$ cat src/rtl/if_stage.sv
// ---------------------------------------------------------------------------
// if_stage -- MIPS instruction-fetch stage.
//
// Owns the program counter, presents it as the byte address to instruction
// memory, and registers the returned instruction word with its PC+4 into the
// IF/ID pipeline register. Handles decode stall, EX redirect (branch/jump)
// and flush, and keeps saturating fetch/stall performance counters.
//
// Ports
//   clk_i          clock, all state updates on rising edge
//   rst_i          synchronous reset, active-high
//   stall_i        hold PC and IF/ID this cycle
//   redirect_i     load redirect_pc_i into PC, bubble IF/ID
//   redirect_pc_i  redirect target (low two bits ignored)
//   flush_i        bubble IF/ID, PC still advances
//   instr_i        instruction word, combinational from pc_addr_o
//   pc_addr_o      current PC (registered, no input-to-output path)
//   if_id_pc4_o    PC+4 of the instruction held in IF/ID
//   if_id_instr_o  instruction held in IF/ID
//   if_id_valid_o  1 = real instruction, 0 = bubble
//   fetch_cnt_o    instructions accepted into IF/ID (saturating)
//   stall_cnt_o    stalled, non-redirected cycles (saturating)
// ---------------------------------------------------------------------------
module if_stage #(
    parameter logic [31:0] RESET_PC  = 32'h0000_0000,
    parameter logic [31:0] NOP_INSTR = 32'h0000_0000,
    parameter int          CNT_W     = 16
) (
    input  logic             clk_i,
    input  logic             rst_i,
    input  logic             stall_i,
    input  logic             redirect_i,
    input  logic [31:0]      redirect_pc_i,
    input  logic             flush_i,
    input  logic [31:0]      instr_i,
    output logic [31:0]      pc_addr_o,
    output logic [31:0]      if_id_pc4_o,
    output logic [31:0]      if_id_instr_o,
    output logic             if_id_valid_o,
    output logic [CNT_W-1:0] fetch_cnt_o,
    output logic [CNT_W-1:0] stall_cnt_o
);

    typedef struct packed {
        logic [31:0] pc4;
        logic [31:0] instr;
        logic        valid;
    } if_id_t;

    // Reset value is forced word aligned even if the parameter is misset.
    localparam logic [31:0] RESET_PC_AL = {RESET_PC[31:2], 2'b00};
    localparam if_id_t      BUBBLE      = '{pc4: 32'd0, instr: NOP_INSTR, valid: 1'b0};
    localparam logic [CNT_W-1:0] CNT_ONE = CNT_W'(1);

    logic [31:0]      pc_q, pc_d;
    logic [31:0]      pc_plus4;
    logic [31:0]      redir_pc;
    if_id_t           if_id_q, if_id_d;
    logic             fetch_inc, stall_inc;
    logic [CNT_W-1:0] fetch_cnt_q, stall_cnt_q;

    // PC+4 wraps modulo 2^32 by construction of the 32-bit add.
    assign pc_plus4 = pc_q + 32'd4;
    assign redir_pc = {redirect_pc_i[31:2], 2'b00};

    // Next-state selection, priority redirect > stall > flush > normal.
    // Redirect beats stall: the branch in EX is older than the instruction
    // stalling in decode, so the stalled instruction is on the wrong path.
    always_comb begin
        pc_d      = pc_q;
        if_id_d   = if_id_q;
        fetch_inc = 1'b0;
        stall_inc = 1'b0;
        if (redirect_i) begin
            pc_d    = redir_pc;
            if_id_d = BUBBLE;
        end else if (stall_i) begin
            // flush_i is deliberately ignored here: the held entry is still
            // needed by decode once the stall releases.
            stall_inc = 1'b1;
        end else if (flush_i) begin
            pc_d    = pc_plus4;
            if_id_d = BUBBLE;
        end else begin
            pc_d      = pc_plus4;
            if_id_d   = '{pc4: pc_plus4, instr: instr_i, valid: 1'b1};
            fetch_inc = 1'b1;
        end
    end

    always_ff @(posedge clk_i) begin
        if (rst_i) begin
            pc_q    <= RESET_PC_AL;
            if_id_q <= BUBBLE;
        end else begin
            pc_q    <= pc_d;
            if_id_q <= if_id_d;
        end
    end

    // Saturating counters: stop at all-ones rather than wrapping.
    always_ff @(posedge clk_i) begin
        if (rst_i) begin
            fetch_cnt_q <= '0;
            stall_cnt_q <= '0;
        end else begin
            if (fetch_inc && (fetch_cnt_q != '1))
                fetch_cnt_q <= fetch_cnt_q + CNT_ONE;
            if (stall_inc && (stall_cnt_q != '1))
                stall_cnt_q <= stall_cnt_q + CNT_ONE;
        end
    end

    // PC goes straight from the flop to memory so the address is stable for
    // the whole cycle.
    assign pc_addr_o     = pc_q;
    assign if_id_pc4_o   = if_id_q.pc4;
    assign if_id_instr_o = if_id_q.instr;
    assign if_id_valid_o = if_id_q.valid;
    assign fetch_cnt_o   = fetch_cnt_q;
    assign stall_cnt_o   = stall_cnt_q;

endmodule
$ cat config.mk
export PLATFORM = sky130hd
export DESIGN_NAME = if_stage
export DESIGN_NICKNAME = d
export VERILOG_FILES = /design/src/rtl/if_stage.sv
export SDC_FILE = /design/constraint.sdc
export NUM_CORES = 1
export LEC_CHECK = 0
export BUFFER_PORTS_ARGS = -buffer_cell sky130_fd_sc_hd__buf_4
export CORE_AREA = 2 2 107 109
export CTS_CLUSTER_SIZE = 8
export DETAILED_ROUTE_END_ITERATION = 10
export DIE_AREA = 0 0 109 111
export PLACE_DENSITY_LB_ADDON = 0.3
export SLEW_MARGIN = 20
export SYNTH_ARGS = -nofsm -noshare
export SYNTH_HDL_FRONTEND = slang
export SYNTH_SLANG_ARGS = --single-unit
$ cat constraint.sdc
create_clock -name clk_i -period 2.74 [get_ports clk_i]
set_input_delay 0.137 -clock clk_i [delete_from_list [all_inputs] [get_ports clk_i]]
set_output_delay 0.137 -clock clk_i [all_outputs]
set_load 0.1 [all_outputs]
# [Word level (Yosys, flattened, before mapping)]
# Index checks and enable logic that the tools add are counted.
[classes] add_sub_neg=3 n_reduce_logical=3 n_mux=8 eq_ne=3
[op_table] operator="$mux 65" n=1
[op_table] operator="$mux 32" n=2
[op_table] operator="$add 16x1->16 const B" n=2
[op_table] operator="$add 32x3->32 const B" n=1
[op_table] operator="$ne 16x16->1 const B" n=2
[op_table] operator="$mux 1" n=5
[op_table] operator="$logic_and 1x1->1" n=2
[op_table] operator="$ne 2x1->1 const B" n=1
[op_table] operator="$reduce_or 2->1" n=1
[totals] wordCells=24 inputBits=69 out_inout_bits=129 register_bits=129

# [Depth between registers and ports, before layout]
# Gate-level depths: netlist (run 1).
[logic_depth] depth_word=4 ltp_mapped=7 depth_no_buf=6

# [Least setup slack after synthesis (run 1)]
# No wires, ideal clock.
[synth_timing] path_type="register to register" startpoint="register pc_q[10], in the netlist pc_addr_o[10]" endpoint="register pc_q[29], in the netlist pc_addr_o[29]" arrival_ns=2.437 path_buffers=1 setup_time_ns=0.120 t_required_ns=2.620 synth_period_minus_slack_ns=2.556 setup_slack_ns=0.184 path_stages_with_launch=7 path_cell_list="dfxtp_1 buf_2 nand3_4 nor4_4 nand4_2 o21a_1 o31a_1"
[synth_between] elab_chain_cells=3
[synth_rtl] item="start, declared" line_no="55" rtl="logic [31:0] pc_q, pc_d;"
[synth_rtl] item="start signal, assigned" line_no="96" rtl="pc_q <= pc_d;"
[synth_rtl] item="$add 32x3->32" line_no="63" rtl="assign pc_plus4 = pc_q + 32'd4;"
[synth_rtl] item="$mux 32" line_no="77" rtl="end else if (stall_i) begin"
[synth_rtl] item="$mux 32" line_no="74" rtl="if (redirect_i) begin"
# Every way passes these cells. The select of a mux whose other input is x is not followed.
# A chain may end at the register's enable or synchronous reset.

# [Worst setup path after layout (run 1)]
[layout_timing] startpoint="register pc_q[2], in the netlist pc_addr_o[2]" endpoint="register pc_q[20], in the netlist pc_addr_o[20]"
# Same word-level chain as after synthesis.

==> metrics list, run 1 <==
- In this run the worst path has a maximum fanout of 7.
* Sequential element share of the synthesized area: 43.2%
- Worst vdd rail ir drop: 0.408 mV
- In the post-route analysis, the smallest setup slack over all paths is 546 ps.
- TritonCTS built the clock tree.
* Total power divided by cell area: 584 nW/um2
- Startpoint kind of the worst setup timing path: flop
* Worst min-delay path category: input port to flop
- Vertical die dimension: 111 um
* Vias after detailed routing: 5800
- Antenna violations before repair: 1
* Post-Syn Area per Cell: 8.53 um2
* Crit path kind: flop to flop
- Worst hold slack after final layout: 51.6 ps
* Total overflow reported by the global router: 0
- The clock passes through at most 2 buffers.
- Netlist cell types: 53
* CTS root buffer: clkbuf_16
- Core area: 11100 um2
- Layout Nets: 962
- First-pass GRT wire length: 27200 um
- Total negative setup slack: 0 ps
- The synthesized design contains 0 enable-type register cells.
- Family with the most delay on the worst path: simple AND/OR/NAND/NOR gates
- Placer congestion estimate: 0.856
- For the worst setup path, the data arrival time is 2500 ps.
* Unrepaired setup endpoints after global routing: no
- Residual DRC: 0
* Worst flop-to-flop path endpoint: pc_addr_o[20]
- Clock-pin slew was measured on the worst setup and hold paths at 60 ps.
* Cell Area, Synth: 5800 um2
* Outcome: completed
* Number of global-route vias before repair: 5590
* Largest net degree at the start of global routing: 62
* WL final: 17200 um
* Relative slew margins: 43.4%
* Worst setup slack for register-to-register paths: 550 ps
- Antenna Violating Nets Remaining: 0
- Detailed placement finished with a half-perimeter wire length of 10700 um.
- Worst Reg-to-Reg Cells: 7
- Detailed-routing iteration count for the pre-antenna-repair pass: 7
* Worst Setup Slack post-DPL: 635 ps
* Final Instance Count excl. Fillers: 1047
* IO Count: 198
* Final period demand of the worst path: 2190 ps
- Static power due to leakage: 3.41 nW
* Start point of the critical path: pc_addr_o[2]
* Transition at the pin with the smallest max-transition slack: 849 ps
- Yosys warnings: 0
- Overall die width: 109 um
* Worst R2R Start: pc_addr_o[2]
* WP buf/inv: 1
- The startpoint identified for the worst hold timing path is redirect_pc_i[16].
- Total power of the final layout: 4.79 mW
- Number of buffers added on ports: 191
- STA classifies the critical path endpoint as a flop.
* H-tree levels: 4
* Total clock sinks: 125
- Reported max-cap violation count: 0
- Across the routed clock network, the largest skew measured is 7.16 ps.
- CTS-repair resized insts: 0
- Including well taps, the total number of placed cells is 974.
* Proportion of synthesized flip-flops having asynchronous set or reset: 0%
* Top_reg_cell synth: dfxtp_1
* DRC marker count from the first detailed-route iteration: 385
- CTS buffer count: 17
* Maximum clock frequency: 456 MHz
- The final count of pins violating max slew is 0.
- The largest individual stage delay along the critical path comes from the cell dfxtp_1.
* Delay contributed by the slowest stage of the critical path: 480 ps
- Cell chain of the critical path: ha_1 -> nand4b_1 -> buf_4 -> nor2_1 -> nand4_1 -> xnor2_1 -> o21a_1
- Number of cells on the critical path: 7
- The number of hold violations in the final report was 0.
- Setup violations remaining at the end of the flow were counted as 0.
- In the final layout, the share of cells above drive strength 1 is 26.6%.
- After floorplanning, the core was divided into 39 placement rows.
* Initial standard-cell utilization of the core: 52.3%
* Synth Instances: 680
- Ratio of final minimum period to clock period: 80.1%
* Die outline area: 12100 um2
- Setup crit end: pc_addr_o[20]
- Total routing usage reported by global routing: 28.6%
* Synthesis-to-layout area growth: 41.5%
- Number of flip-flops and latches in the synthesized netlist: 125
- Skew-Pair Late Insertion Delay: 420 ps
- Critical path required time: 3040 ps
- Vias per Instance: 5.54
- Dividing the detail-routed wire length by the instance count gives 16.5 um.
-- cell usage after synthesis (6+ instances only) --
library cell / number / area (um2)
dfxtp_1: 125 / 2500
nor2_1: 96 / 360
nand2_1: 43 / 161
xnor2_1: 42 / 368
a22oi_1: 39 / 293
xor2_1: 38 / 333
clkbuf_1: 28 / 105
a21oi_1: 27 / 135
o21ai_0: 27 / 135
nand3_1: 25 / 125
nand4_1: 25 / 156
inv_1: 24 / 90.1
o21a_1: 16 / 120
nor3_1: 11 / 55.1
and3_1: 9 / 56.3
buf_2: 9 / 45.0
and4_1: 8 / 70.1
mux2i_1: 8 / 80.1
nor2b_1: 8 / 50.1
nor4_1: 8 / 50.1
buf_1: 7 / 26.3
and2_1: 6 / 37.5
-- placed cells by master, fill, tap and decap left out, types with 27 or more instances in the layout --
cell type / netlist / layout
o21ai_0: 27 / 27
dfxtp_1: 125 / 125
a21oi_1: 27 / 27
xnor2_1: 42 / 42
buf_4: 4 / 199
xor2_1: 38 / 38
nand2_1: 43 / 43
a22oi_1: 39 / 39
dlygate4sd3_1: 0 / 40
nor2_1: 96 / 95
-- worst reg2reg max path, delay by kind of cell (launching register included) --
kind | cells | cell delay [ps]
AO/OA/AOI/OAI | 1 | 170
adder cells (fa/ha/maj) | 1 | 280
flip-flops | 1 | 480
buffers and inverters | 1 | 180
XOR/XNOR | 1 | 180
AND/OR/NAND/NOR | 3 | 790
-- where the power goes --
part           leakage [nW]  total (mW)  switching (mW)  internal, mW
Clock                 0.269        2.08           0.820          1.26
Combinational          2.13       0.778           0.540         0.238
Sequential             1.02        1.93          0.0666          1.87
Total                  3.41        4.79            1.43          3.36
-- worst min path at each step --
| stage | to | slack (ps) | cells past startpoint |
|---|---|---|---|
| 2_1_floorplan | pc_addr_o[3] | 280 | 2 |
| 3_5_place_dp | pc_addr_o[2] | 380 | 3 |
| 4_1_cts | if_id_instr_o[28] | 3 | 3 |
| 5_1_grt | pc_addr_o[16] | 50 | 4 |
| 6_report | pc_addr_o[16] | 50 | 4 |
| 3_3_place_gp | pc_addr_o[2] | 360 | 3 |
-- stage by stage --
stage / utilization (%) / instance area [um2]
2_1_floorplan: - / 5810
3_3_place_gp: 65.5 / 7260
3_5_place_dp: 65.5 / 7260
4_1_cts: 74.0 / 8200
5_1_grt: 74.1 / 8200
6_report: 74.1 / 8200
-- sequential cells by signal, indices dropped and copies added, names as in the netlist --
name	cells
pc_addr_o	30
if_id_valid_o	1
if_id_instr_o	32
fetch_cnt_o	16
stall_cnt_o	16
if_id_pc4_o	30
-- final cells by class --
class                           count  area (um2)
Sequential cell                   125        2500
Clock buffer                       20         447
Antenna cell                        1        2.50
Fill cell                         779        2870
Tap cell                          143         179
Multi-Input combinational cell    483        2990
Inverter                           24        90.1
Timing Repair Buffer              239        1890
Clock inverter                     12        97.6
-- cells by family (layout without fill, tap and decap cells) --
group | count (synthesis) | after routing | share of synthesized area (%)
flops | 125 | 125 | 43.2
compound gates | 130 | 130 | 14.7
fa+ha+maj | 3 | 3 | 0.647
simple gates | 258 | 258 | 22.5
other cells | 1 | 5 | 0.0647
buf+inv | 75 | 295 | 5.48
mux | 8 | 8 | 1.38
xor+xnor | 80 | 80 | 12.1
-- what timing repair did --
action	in CTS	in global routing
hold endpoints to repair	40	0
hold buffers	40	0
setup buffers	0	0
-- per-layer routing --
metal	global-route usage (%)	part of all wire (%)	routed length [um]
met4	13.6	3.2	558
met5	0	0	0
met1	33.0	39	6770
met3	7.00	7.1	1230
met2	49.0	50	8680
(Power assumes the default switching activity.)
==> run 2, diff against run 1 <==
--- a/config.mk
+++ b/config.mk
@@ -6,10 +6,10 @@
 export NUM_CORES = 1
 export LEC_CHECK = 0
 export BUFFER_PORTS_ARGS = -buffer_cell sky130_fd_sc_hd__buf_4
-export CORE_AREA = 2 2 107 109
+export CORE_AREA = 2 2 116 118
 export CTS_CLUSTER_SIZE = 8
 export DETAILED_ROUTE_END_ITERATION = 10
-export DIE_AREA = 0 0 109 111
+export DIE_AREA = 0 0 118 120
 export PLACE_DENSITY_LB_ADDON = 0.3
 export SLEW_MARGIN = 20
 export SYNTH_ARGS = -nofsm -noshare
==> constraint.sdc (replaced) <==
create_clock -name clk_i -period 1.9 [get_ports clk_i]
set_input_delay 0.095 -clock clk_i [delete_from_list [all_inputs] [get_ports clk_i]]
set_output_delay 0.095 -clock clk_i [all_outputs]
set_load 0.1 [all_outputs]
==> run 2 against run 1 <==
  * Sequential power increased by 44%
  * Via count decreased by 0.97%
  * Critical path depth unchanged
  * Clock skew about the same
  * Hold slack got worse by 33 ps
  * Flip-flop and latch count unchanged
  * Non-clock buffer count increased by 20
  * Cell count increased by 5.0%
  * Wire length increased by 0.33%
  * Global-route usage decreased by 4.4 points
  * Largest power group unchanged
  * Highest routed layer unchanged
==> metrics list, run 2 (synthesis results as in run 1) <==
- After detailed routing, the average wire length per cell comes to 15.7 um.
- The worst setup path is captured at a flop.
- The critical path goes through ha_1 -> nand4b_1 -> buf_4 -> nor4_2 -> xnor2_1 -> o21ai_0 -> nor2b_1.
- Detailed-routing iteration count for the pre-antenna-repair pass: 5
- Final instance area: 8650 um2
- The setup path with the least slack is of type flop to flop.
- Number of buffers added on ports: 191
- Across the run, the number of max-cap violations was 0.
* Clock tree from TritonCTS: done
* Number of failing hold endpoints at the final stage: 0
- Clock skew on the completed layout was measured at 7.64 ps.
- From left edge to right edge, the die measures 118 um.
- First-pass GRT wire length: 27500 um
- The region available for standard cell placement spans 13000 um2.
- 198 I/O pins were placed.
- Total routing usage reported by global routing: 24.3%
- The register with the most flip-flops in the layout has 32 of them.
- Maximum clock frequency: 568 MHz
- For this run, design rule violations remaining after detail routing come to 0.
- Maximum fanout along the worst path: 7
- Switching part of the total: 28.9%
* DRC marker count from the first detailed-route iteration: 397
- For the worst setup path, the data arrival time is 2040 ps.
- Relative to the synthesized area, the layout overhead comes to 49.2%.
- CTS buffer count: 17
- Initial standard-cell utilization of the core: 44.7%
- Cell internal power was estimated by the tool at 5.16 mW.
- In the final design database the tool counted 982 nets.
- Vias after detailed routing: 5744
- The analysis attributes to cell leakage a power of 3.58 nW.
- Sequential cells burn 38.2% of the power.
* Fin util: 66.6%
- Setup repair after global routing left no endpoint under its margin.
- The floorplan step set the die height to 120 um.
- Once placement completed, the tool counted placed cells totaling 1019.
- CTS root buffer: clkbuf_16
* Combinational fraction of design power: 15.7%
- After detailed routing, the total wire length is 17300 um.
- Ratio of final minimum period to clock period: 92.6%
* Row count: 42
- Total clock sinks: 125
- The final count of pins violating max slew was 0.
- H-tree levels: 4
- Outcome: completed
- Delay contributed by the slowest stage of the critical path: 380 ps
- The HPWL after detailed placement is 11500 um.
* Antenna cell count: 0
- Placer congestion estimate: 0.855
- Vias per Instance: 5.23
* Worst Setup Slack post-DPL: 114 ps
* Largest net degree at the start of global routing: 48
- Number of global-route vias before repair: 5581
- After the flow finishes, the layout carries non-filler instances totaling 1099.
- Min setup slack post-route: 141 ps
- Leading cell types in the layout, fill and taps excluded: buf_4, nor2_1, dfxtp_1, dlygate4sd3_1, nand2_1
- The longest clock path from root to sink contains 2 buffers.
* Total negative setup slack: 0 ps
* Post-Place Cell Area: 7540 um2
- Worst min-delay path category: input port to flop
* Antenna Violating Nets Remaining: 0
* Critical path required time: 2190 ps
- Fraction of final layout cells sized beyond drive strength 1: 34.6%
- The die covers 14200 um2.
- Total power divided by cell area: 839 nW/um2
* Skew-Pair Late Insertion Delay: 420 ps
* Fraction of power consumed by the clock network: 46.1%
- Setup violations remaining at the end of the flow were counted as 0.
* Antenna violations before repair: 0
- Leading cell type in the layout, fill and taps excluded: buf_4
- After clock tree synthesis, the clock-pin slew on the worst setup and hold paths is 60 ps.
- Startpoint kind of the worst setup timing path: flop
- After global routing the overflow that remains totals 0.
* Final period demand of the worst path: 1760 ps
- For this design the total switching power over the nets is 2.10 mW.
- The layout has 1048 filler cells.
* Worst vdd rail ir drop: 0.627 mV
* Worst-path cell with the longest stage delay: dfxtp_4
-- run 2: worst paths after layout --
check	startpoint	cells past startpoint	slack, ps	end
setup / recovery	pc_addr_o[2]	7	140	pc_addr_o[16]
hold / removal	redirect_pc_i[24]	4	20	pc_addr_o[24]
setup reg to reg	pc_addr_o[2]	7	140	pc_addr_o[16]
hold reg to reg	if_id_pc4_o[29]	2	450	if_id_pc4_o[29]
-- run 2: metal layers --
metal | wire, um | up-vias | global-route usage (%)
li1 | - | 2817 | -
met1 | 7130 | 2691 | 28.5
met2 | 8660 | 196 | 41.6
met3 | 984 | 40 | 5.42
met4 | 522 | 0 | 12.3
met5 | 0 | - | 0
-- run 2: power groups by stage --
| stage | Clock [mW] | Combinational, mW | Sequential, mW |
|---|---|---|---|
| finish | 3.34 | 1.14 | 2.77 |
| global route | 3.51 | 1.19 | 2.78 |
| CTS | 3.40 | 1.14 | 2.77 |
| detailed placement | 0 | 1.05 | 2.83 |
| global placement | 0 | 1.04 | 2.82 |
| floorplan | 0 | 0.319 | 3.28 |
-- run 2: cell type report --
class                   instances  area, um2  share of cell area [%]
clock buffers                  20        489                    5.66
inverters                      24       90.1                    1.04
well taps                     176        220                    2.55
multi-input cells             483       3010                    34.8
flip-flops and latches        125       2640                    30.6
clock inverters                12        130                    1.50
repair buffers                259       2060                    23.8
-- run 2: critical path, delay by kind of cell, from the launching register on --
kind	cells	cell delay [ps]
DFF	1	380
and+or+nand+nor	3	530
buffers and inverters	1	190
AOI/OAI and AO/OA	1	100
adders and majority gates	1	220
xor gates and xnor gates	1	190
-- run 2: what timing repair did --
item,in CTS,in global routing
setup buffers,0,1
setup endpoints to repair,0,8
hold endpoints to repair,47,0
hold buffers,47,0
gates resized for setup,0,2
-- run 2: metrics by stage --
step           total power, mW  hold WS (ps)
2_1_floorplan             3.60           236
3_3_place_gp              3.86           323
3_5_place_dp              3.88           331
4_1_cts                   7.31          2.12
5_1_grt                   7.48          19.2
6_report                  7.26          18.2
